==> config.mk <==
export PLATFORM = sky130hd
export DESIGN_NAME = vlc_rx_deframer
export DESIGN_NICKNAME = d
export VERILOG_FILES = /design/src/rtl/vlc_rx_deframer.sv
export SDC_FILE = /design/constraint.sdc
export NUM_CORES = 1
export LEC_CHECK = 0
export ABC_AREA = 1
export CAP_MARGIN = 20
export CORE_MARGIN = 2
export CORE_UTILIZATION = 25
export DETAILED_ROUTE_END_ITERATION = 12
export GPL_TIMING_DRIVEN = 0
export PLACE_DENSITY = 0.46
export SLEW_MARGIN = 10
export SYNTH_ARGS = -nofsm -noshare
export SYNTH_HDL_FRONTEND = slang
export SYNTH_SLANG_ARGS = --single-unit
==> constraint.sdc <==
create_clock -name aclk -period 3.7 [get_ports aclk]
set_input_delay 0.37 -clock aclk [delete_from_list [all_inputs] [get_ports aclk]]
set_output_delay 0.37 -clock aclk [all_outputs]
set_load 0.005 [all_outputs]
==> src/rtl/vlc_rx_deframer.sv <==
// vlc_rx_deframer: oversampling OOK/UART-style frame receiver.
// Treats pclk as data (rising edge = sample strobe), finds start bits, samples
// each data bit mid-symbol and presents bytes on a valid/ready port backed by a
// one-deep holding register.
module vlc_rx_deframer #(
  parameter int unsigned OVERSAMPLE = 8,
  parameter int unsigned DATA_BITS  = 8
) (
  input  logic                 aclk,
  input  logic                 resetn,
  input  logic                 pclk,
  input  logic                 rx_in,
  output logic [DATA_BITS-1:0] m_data,
  output logic                 m_valid,
  input  logic                 m_ready,
  output logic                 frame_err,
  output logic                 overrun,
  output logic                 busy
);

  localparam int unsigned CntW = $clog2(OVERSAMPLE);
  localparam int unsigned IdxW = (DATA_BITS > 1) ? $clog2(DATA_BITS) : 1;

  localparam logic [CntW-1:0] CntHalfLast = CntW'(OVERSAMPLE / 2 - 1);
  localparam logic [CntW-1:0] CntLast     = CntW'(OVERSAMPLE - 1);
  localparam logic [IdxW-1:0] IdxLast     = IdxW'(DATA_BITS - 1);

  typedef enum logic [1:0] {StIdle, StStart, StData, StStop} state_e;

  state_e               state_q, state_d;
  logic [CntW-1:0]      cnt_q, cnt_d;
  logic [IdxW-1:0]      idx_q, idx_d;
  logic [DATA_BITS-1:0] shreg_q, shreg_d;
  logic                 rx_meta_q, rx_s_q, pclk_d_q;
  logic                 tick;
  logic                 frame_good, frame_bad;

  // Two-stage synchroniser for rx_in (idle high) and pclk edge-detect register.
  always_ff @(posedge aclk or negedge resetn) begin
    if (!resetn) begin
      rx_meta_q <= 1'b1;
      rx_s_q    <= 1'b1;
      pclk_d_q  <= 1'b0;
    end else begin
      rx_meta_q <= rx_in;
      rx_s_q    <= rx_meta_q;
      pclk_d_q  <= pclk;
    end
  end

  assign tick = pclk & ~pclk_d_q;

  // FSM and datapath state registers; a reset discards any partial frame.
  always_ff @(posedge aclk or negedge resetn) begin
    if (!resetn) begin
      state_q <= StIdle;
      cnt_q   <= '0;
      idx_q   <= '0;
      shreg_q <= '0;
    end else begin
      state_q <= state_d;
      cnt_q   <= cnt_d;
      idx_q   <= idx_d;
      shreg_q <= shreg_d;
    end
  end

  // Next-state logic; every decision is qualified by tick so a static pclk freezes the FSM.
  always_comb begin
    state_d    = state_q;
    cnt_d      = cnt_q;
    idx_d      = idx_q;
    shreg_d    = shreg_q;
    frame_good = 1'b0;
    frame_bad  = 1'b0;
    if (tick) begin
      unique case (state_q)
        StIdle: begin
          if (!rx_s_q) begin
            state_d = StStart;
            cnt_d   = '0;
          end
        end
        StStart: begin
          if (cnt_q == CntHalfLast) begin
            // Mid start bit: a high line here means the falling edge was a glitch.
            cnt_d   = '0;
            idx_d   = '0;
            state_d = rx_s_q ? StIdle : StData;
          end else begin
            cnt_d = cnt_q + CntW'(1);
          end
        end
        StData: begin
          if (cnt_q == CntLast) begin
            cnt_d          = '0;
            shreg_d[idx_q] = rx_s_q;
            if (idx_q == IdxLast) begin
              idx_d   = '0;
              state_d = StStop;
            end else begin
              idx_d = idx_q + IdxW'(1);
            end
          end else begin
            cnt_d = cnt_q + CntW'(1);
          end
        end
        StStop: begin
          if (cnt_q == CntLast) begin
            cnt_d      = '0;
            state_d    = StIdle;
            frame_good = rx_s_q;
            frame_bad  = ~rx_s_q;
          end else begin
            cnt_d = cnt_q + CntW'(1);
          end
        end
        default: state_d = StIdle;
      endcase
    end
  end

  // Output holding register and 1-cycle status pulses.
  always_ff @(posedge aclk or negedge resetn) begin
    if (!resetn) begin
      m_data    <= '0;
      m_valid   <= 1'b0;
      frame_err <= 1'b0;
      overrun   <= 1'b0;
    end else begin
      frame_err <= frame_bad;
      // A full register that is not draining this cycle drops the new byte.
      overrun   <= frame_good & m_valid & ~m_ready;
      if (frame_good && (!m_valid || m_ready)) begin
        m_data  <= shreg_q;
        m_valid <= 1'b1;
      end else if (m_valid && m_ready) begin
        m_valid <= 1'b0;
      end
    end
  end

  assign busy = (state_q != StIdle);

endmodule

==> results of run 1 <==
worst max-delay path, stage by stage, from the launching register on:
cell and delay (ns):
dfrtp_1 0.32, buf_4 0.17, inv_1 0.11, nand2_4 0.11, clkdlybuf4s50_1 0.50
area by class of cell:
cell class,instances,share of cell area [%]
Buffer,3,1.26
Clock buffer,8,5.83
Inverter,23,4.70
Multi-Input combinational cell,116,35.2
Sequential cell,30,39.9
Tap cell,75,4.97
Timing Repair Buffer,16,8.21
metal layers:
metal	wire length, um	vias up	global-route usage [%]	share of wire, %
li1	-	584	-	-
met1	1250	490	11.7	47
met2	1220	22	14.2	46
met3	115	6	2.61	4.3
met4	66	0	4.50	2.5
met5	0	-	0	0
Yosys cell counts:
master	number	area share, %
buf_2	1	0.33
buf_4	1	0.49
buf_6	1	0.74
dfrtp_1	28	46
dfstp_2	2	3.4
ha_1	7	5.7
inv_1	22	5.4
inv_4	1	0.41
nand2_1	53	13
nand2_2	1	0.41
nand2_4	2	1.5
nand3_1	16	5.2
nand3_4	2	2.3
nand4_1	1	0.41
nor2_1	9	2.2
nor2_2	2	0.82
nor2_4	3	2.2
nor2_8	1	1.3
nor3_1	3	0.98
nor3b_1	1	0.49
o21ai_0	6	2.0
o21ai_1	1	0.33
o21ai_2	8	4.6
metrics by stage:
stage	area, um^2	utilization, %	hold slack (ns)	cells
6_report	1890	31.9	0.122	271
5_1_grt	1890	31.9	0.182	271
4_1_cts	1890	31.9	0.158	271
3_5_place_dp	1780	30.1	0.347	263
3_3_place_gp	1780	30.1	0.346	263
2_1_floorplan	1530	-	0.0744	172
layout by cell type (no fill, tap or decap), types with 6 or more instances in the layout:
cell type | netlist | routed
nand3_1 | 16 | 16
o21ai_0 | 6 | 6
nand2_1 | 53 | 53
o21ai_2 | 8 | 8
clkbuf_8 | 0 | 8
inv_1 | 22 | 22
ha_1 | 7 | 7
nor2_1 | 9 | 9
clkdlybuf4s50_1 | 0 | 15
dfrtp_1 | 28 | 28
power breakdown:
group          total, mW  switching (mW)  internal (mW)
registers          0.387          0.0305          0.357
clock network      0.310           0.122          0.188
logic              0.218           0.140         0.0783
path summary, 6_finish.rpt:
kind | from | endpoint | slack [ns] | cells past startpoint
setup / recovery | state_q[0] | busy | 1.84 | 4
hold / removal | resetn | state_q[0] | 0.12 | 1
setup reg to reg | cnt_q[1] | flip-flop | 2.09 | 9
hold reg to reg | rx_meta_q | rx_s_q | 0.36 | 0
max in group asynchronous | resetn | idx_q[0] | 3.13 | 1
min in group aclk | rx_meta_q | rx_s_q | 0.36 | 0
cell families (layout without fill, tap and decap cells):
group / count (synthesis) / after routing / share of synthesized area [%]
simple gates: 94 / 94 / 30.8
compound gates: 15 / 15 / 6.87
flops: 30 / 30 / 49.2
buf+inv: 26 / 50 / 7.36
fa+ha+maj: 7 / 7 / 5.72
registers in the layout (all words and copies together) (netlist names), named ones only:
name / count
cnt_q: 3
shreg_q: 8
rx_meta_q: 1
rx_s_q: 1
state_q: 1
frame_err: 1
overrun: 1
m_valid: 1
pclk_d_q: 1
idx_q: 3
m_data: 8
==> results.toml, run 1 <==
[status]
outcome = "finished, final reports clean"

[floorplan]
dieArea_um2 = 6760
coreArea_um2 = 5920
rows = 28
start_util_pct = 25.8
die_h_um = 82.2
design.portCount = 17
die_w_um = 82.2

[sta]
final.setup.tns_ns = 0
setup_slack_ns = 1.84
hold_viol = 0
fmax_mhz = 539
finalSetupViolations = 0
fin_worst_skew_ns = 0.00386
period_share_pct = 50.2
tightest_slew_ns = 0.683
maxSlewViolCount = 0
slew_headroom_pct = 54.4
period_minus_slack_ns = 1.86
rsz0062_at_grt = "false"

[clocking]
clk_latency_ns = 0.28
numCtsBuffers = 5
clk_pin_slew_ns = 0.06
cts_setup_buffers = 0
clock_sinks = 30
cts_root_buf = "clkbuf_8"
cts_hold_buffers = 0
clock_path_buffers = 2
cts_resized = 0
cts_tree = "built"
cts_max_level = 2

[routing]
viasPerCell = 4.07
drt_wl_total_um = 2650
wl_per_cell_um = 9.78
dr_total_vias = 1102
drt-pass1-iter-count = 4
drc = 0
ant_nets = 0
drtIter0Drc = 81

[cells_and_area]
multi_input_area_um2 = 664
drive_above_1_share_pct = 17.3
syn2layout_area_growth_pct = 23.5
nNetsFinal = 207
diodes = 0
final-seq-area_um2 = 753
n_fill_cell = 620

[flow_run]
maxCapViolations = 0

[synthesis]
synth_area_um2 = 1530
synth.distinct_cells = 23
syn-instance-count = 172
ys_warn_count = 0
syn_area_per_cell_um2 = 8.90
synth_seq_cells = 30
syn-num-nets = 184
synth-seq-area-share_pct = 49.2

[place]
dp_slack_ns = 1.88
place_congestion = 0.754
dp_hpwl_um = 1910
port_buffers = 16

[grt]
grt_max_degree = 31
grtUsageTotal_pct = 9.19
grt_pass1_wl_um = 4700
grt_pass1_vias = 1046
antenna_found_initial = 0
grt_overflow = 0

[power_and_ir_drop]
p_per_area_nw_per_um2 = 485
leakagePower_nw = 0.901
power_mw = 0.915
peakVddDrop_mv = 0.166

[critical_path]
cp_max_fo = 8
worstPathRequired_ns = 3.33
cp-start-kind = "flip-flop"
cp.arrival_ns = 1.49
worstSetupPathType = "flip-flop to output pin"
cp-end-kind = "output pin"

[hold_path]
hold_path.class = "input port to asynchronous set/reset pin"
(Power assumes the default switching activity.)
==> run 2, diff against run 1 <==
Clock period 3.7 ns to 1.8 ns, I/O delays scaled along.
==> results.toml, run 2 (synthesized netlist as in run 1, its figures left out) <==
[routing]
dr_total_vias = 1106
wl_met2_um = 1220
drt-pass1-iter-count = 4
viasPerCell = 4.07
topRoutingLayerUsed = "met4"
drt_wl_total_um = 2660
met3_length_um = 115
drc = 0
wl_per_cell_um = 9.78
ant_nets = 0
wl_met1_um = 1260
drtIter0Drc = 90

[clocking]
cts_root_buf = "clkbuf_8"
cts_setup_buffers = 0
cts_tree = "built"
clk_pin_slew_ns = 0.06
cts_max_level = 2
clock_sinks = 30
clock_path_buffers = 2
clk_latency_ns = 0.28
numCtsBuffers = 5
cts_resized = 0

[cells_and_area]
final_common_cell = "nand2_1"
syn2layout_area_growth_pct = 24.1
most-common-layout-cells = "53 x nand2_1, 28 x dfrtp_1, 22 x inv_1"
nNetsFinal = 208
instances_no_fill = 272
diodes = 0
drive_above_1_share_pct = 17.3
reg_top3 = "m_data x8, shreg_q x8"

[floorplan]
dieArea_um2 = 6760
rows = 28
die_w_um = 82.2
die_h_um = 82.2
coreArea_um2 = 5920
start_util_pct = 25.8
design.portCount = 17

[power_and_ir_drop]
swShare_pct = 32.0
leakagePower_nw = 0.905
clkPwrFrac_pct = 33.8
p_per_area_nw_per_um2 = 992
p_switching_mw = 0.602
seqPwrFrac_pct = 42.2
p_int_mw = 1.28
peakVddDrop_mv = 0.342
power_mw = 1.88
combPwrFrac_pct = 23.9

[critical_path]
worstSetupPathType = "flip-flop to output pin"
cp-startpoint = "state_q[0]"
cp-end-kind = "output pin"
cp_cell_sequence = "buf_4, inv_1, nand2_4, clkdlybuf4s50_1"
cp-start-kind = "flip-flop"
crit_slowest_cell = "clkdlybuf4s50_1"
cp_max_fo = 8
rr_startpoint = "cnt_q[1]"
cp.arrival_ns = 1.49
reg2reg_slack_ns = 0.19
worst_path_largest_cell_delay_ns = 0.50
worstPathRequired_ns = 1.62
worstRegToRegCells = 9

[sta]
hold_viol = 0
fin_worst_skew_ns = 0.00386
final.setup.tns_ns = 0
tightest_slew_ns = 0.685
rsz0062_at_grt = "false"
fmax_mhz = 600
maxSlewViolCount = 0
hold_ws_ns = 0.302
setup_slack_ns = 0.133
period_minus_slack_ns = 1.67
finalSetupViolations = 0
slew_headroom_pct = 54.3
period_share_pct = 92.6

[place]
placedCellCount = 263
dp_hpwl_um = 1910
place_congestion = 0.754
dp_slack_ns = 0.174
port_buffers = 16

[hold_path]
holdPathStages = 1
hold_path_end = "rx_meta_q"
hold_path.class = "input port to flip-flop"
hp-start = "rx_in"

[grt]
grt_pass1_wl_um = 4700
antenna_found_initial = 0
grt_overflow = 0
grt_pass1_vias = 1046
grtUsageTotal_pct = 9.19
grt_max_degree = 31

[flow_run]
maxCapViolations = 0

[status]
outcome = "finished, final reports clean"
run 2: worst max-delay path, delay by kind of cell, from the launching register on:
family        cells  cell delay (ns)
buf+inv           3             0.78
flops             1             0.32
simple gates      1             0.11
run 2: layout make-up:
cell class / instances / area, um^2
sequential: 30 / 753
clock buffer: 8 / 110
tap: 75 / 93.8
inverter: 23 / 88.8
buffer: 3 / 23.8
multi-input combinational: 116 / 664
timing repair buffer: 17 / 165
fill: 619 / 4020
run 2: worst max-delay path by stage:
stage                     end  slack [ns]  cells after the start
floorplan           flip-flop        0.40                      9
global placement    m_data[7]       -0.11                      1
detailed placement  flip-flop        0.17                      8
CTS                      busy        0.11                      4
global route        flip-flop        0.04                      9
finish                   busy        0.13                      4
run 2: power by group through the flow:
stage          registers [mW]  logic, mW  clock network [mW]
2_1_floorplan           0.796      0.341                   0
3_3_place_gp            0.809      0.459                   0
3_5_place_dp            0.808      0.456                   0
4_1_cts                 0.796      0.457               0.667
5_1_grt                 0.807      0.514               0.698
6_report                0.796      0.450               0.637
run 2: metal layers:
layer / up-vias / track usage [%]
met1: 492 / 11.7
li1: 586 / -
met3: 6 / 2.61
met5: - / 0
met4: 0 / 4.50
met2: 22 / 14.2
run 2: what timing repair did:
action,in CTS,in global routing
endpoints found under the hold margin,28,0
hold buffers,1,0
setup endpoints to repair,0,0
run 2: per-stage QoR:
step           area, um^2  utilization, %
2_1_floorplan        1530               -
3_3_place_gp         1780            30.1
3_5_place_dp         1780            30.1
4_1_cts              1900            32.1
5_1_grt              1900            32.1
6_report             1900            32.1
==> run 3, diff against run 2 <==
Settings changed: SETUP_SLACK_MARGIN from default to 0.1, TNS_END_PERCENT from default to 50.
==> results.toml, run 3 (synthesized netlist as in run 1, its figures left out) <==
[status]
outcome = "finished, final reports clean"

[sta]
fin_worst_skew_ns = 0.00379
tightest_slew_ns = 0.685
hold_viol = 0
period_share_pct = 90.4
maxSlewViolCount = 0
period_minus_slack_ns = 1.63
rsz0062_at_grt = "true"
fmax_mhz = 615
hold_ws_ns = 0.303
slew_headroom_pct = 54.3
finalSetupViolations = 0

[floorplan]
coreArea_um2 = 5920
design.portCount = 17
die_w_um = 82.2
die_h_um = 82.2
start_util_pct = 25.8
rows = 28
dieArea_um2 = 6760

[cells_and_area]
most-common-layout-cells = "53 x nand2_1, 27 x dfrtp_1, 21 x inv_1"
syn2layout_area_growth_pct = 24.4
instances_no_fill = 272
final_common_cell = "nand2_1"
design_area_um2 = 1900
final-seq-area_um2 = 754
nNetsFinal = 208
n_fill_cell = 618
multi_input_area_um2 = 667
drive_above_1_share_pct = 18.8
diodes = 0
final_util_pct = 32.1
reg_top3 = "m_data x8, shreg_q x8"

[routing]
drc = 0
drt-pass1-iter-count = 4
drt_wl_total_um = 2650
ant_nets = 0
drtIter0Drc = 76
dr_total_vias = 1100
wl_per_cell_um = 9.74
viasPerCell = 4.04

[critical_path]
crit_family = "buffers and inverters"
worst_path_largest_cell_delay_ns = 0.50
crit_slowest_cell = "clkdlybuf4s50_1"
worstPathRequired_ns = 1.62
worstRegToRegCells = 9
cp_cell_sequence = "buf_4, inv_2, nand2_4, clkdlybuf4s50_1"
worstSetupPathType = "flip-flop to output pin"
rr_startpoint = "cnt_q[1]"
critPathBufInv = 3
cp-start-kind = "flip-flop"
cp.arrival_ns = 1.45
cp-end-kind = "output pin"
cp_max_fo = 8
reg2reg_slack_ns = 0.24

[power_and_ir_drop]
peakVddDrop_mv = 0.349
leakagePower_nw = 0.900
power_mw = 1.89
p_per_area_nw_per_um2 = 994

[hold_path]
hold_path_end = "rx_meta_q"
holdPathStages = 1
hold_path.class = "input port to flip-flop"
hp-start = "rx_in"

[place]
placedCellCount = 263
place_congestion = 0.754
dp_hpwl_um = 1910
port_buffers = 16
post_dp_cell_area_um2 = 1780

[clocking]
numCtsBuffers = 5
cts_max_level = 2
clock_path_buffers = 2
clock_sinks = 30
cts_root_buf = "clkbuf_8"
clk_latency_ns = 0.28
clk_pin_slew_ns = 0.06
cts_tree = "built"

[grt]
antenna_found_initial = 0
grt_overflow = 0
grt_pass1_wl_um = 4700
grt_pass1_vias = 1046
grtUsageTotal_pct = 9.19
grt_max_degree = 31

[flow_run]
maxCapViolations = 0
==> run 3: cell types whose count changed in the layout (fill, tap and decap cells not counted) <==
cell / previous run / this run
ha_1: 7 / 6
ha_2: 0 / 1
dfrtp_1: 28 / 27
inv_1: 22 / 21
inv_2: 0 / 1
dfrtp_2: 0 / 1
==> run 3: what timing repair did <==
action                                  CTS  global route
resized for setup                         0             3
hold buffers                              1             0
endpoints found under the setup margin    0             2
buffers inserted                          0             0
endpoints found under the hold margin    28             0
==> run 3: layout make-up <==
class	count	area share [%]
repair buffers	17	8.68
flip-flops and latches	30	39.6
clock buffers	8	5.79
well taps	75	4.93
plain buffers	3	1.25
inverters	23	4.67
multi-input cells	116	35.0
==> run 3: per-layer routing <==
metal  up-vias  track usage (%)  routed length [um]
met5         -                0                   0
li1        588                -                   -
met2        16             14.2                1190
met1       490             11.7                1300
met3         6             2.61                  88
met4         0             4.50                  66
==> run 3: through the flow <==
step	setup TNS, ns	setup WS (ns)
2_1_floorplan	0	0.402
6_report	0	0.174
3_3_place_gp	-3.09	-0.113
3_5_place_dp	0	0.174
4_1_cts	0	0.113
5_1_grt	0	0.0810
==> run 3: how the worst max path moves through the flow <==
stage	from	endpoint	slack [ns]	cells past startpoint
5_1_grt	cnt_q[1]	flip-flop	0.08	9
6_report	state_q[0]	busy	0.17	4
3_3_place_gp	resetn	m_data[7]	-0.11	1
3_5_place_dp	pclk	flip-flop	0.17	8
4_1_cts	state_q[0]	busy	0.11	4
2_1_floorplan	cnt_q[0]	flip-flop	0.40	9
==> run 3: power by group <==
part	switching [mW]	total, mW	internal (mW)
sequential	0.0627	0.798	0.735
clock	0.252	0.637	0.386
combinational	0.292	0.456	0.164
total	0.607	1.89	1.28
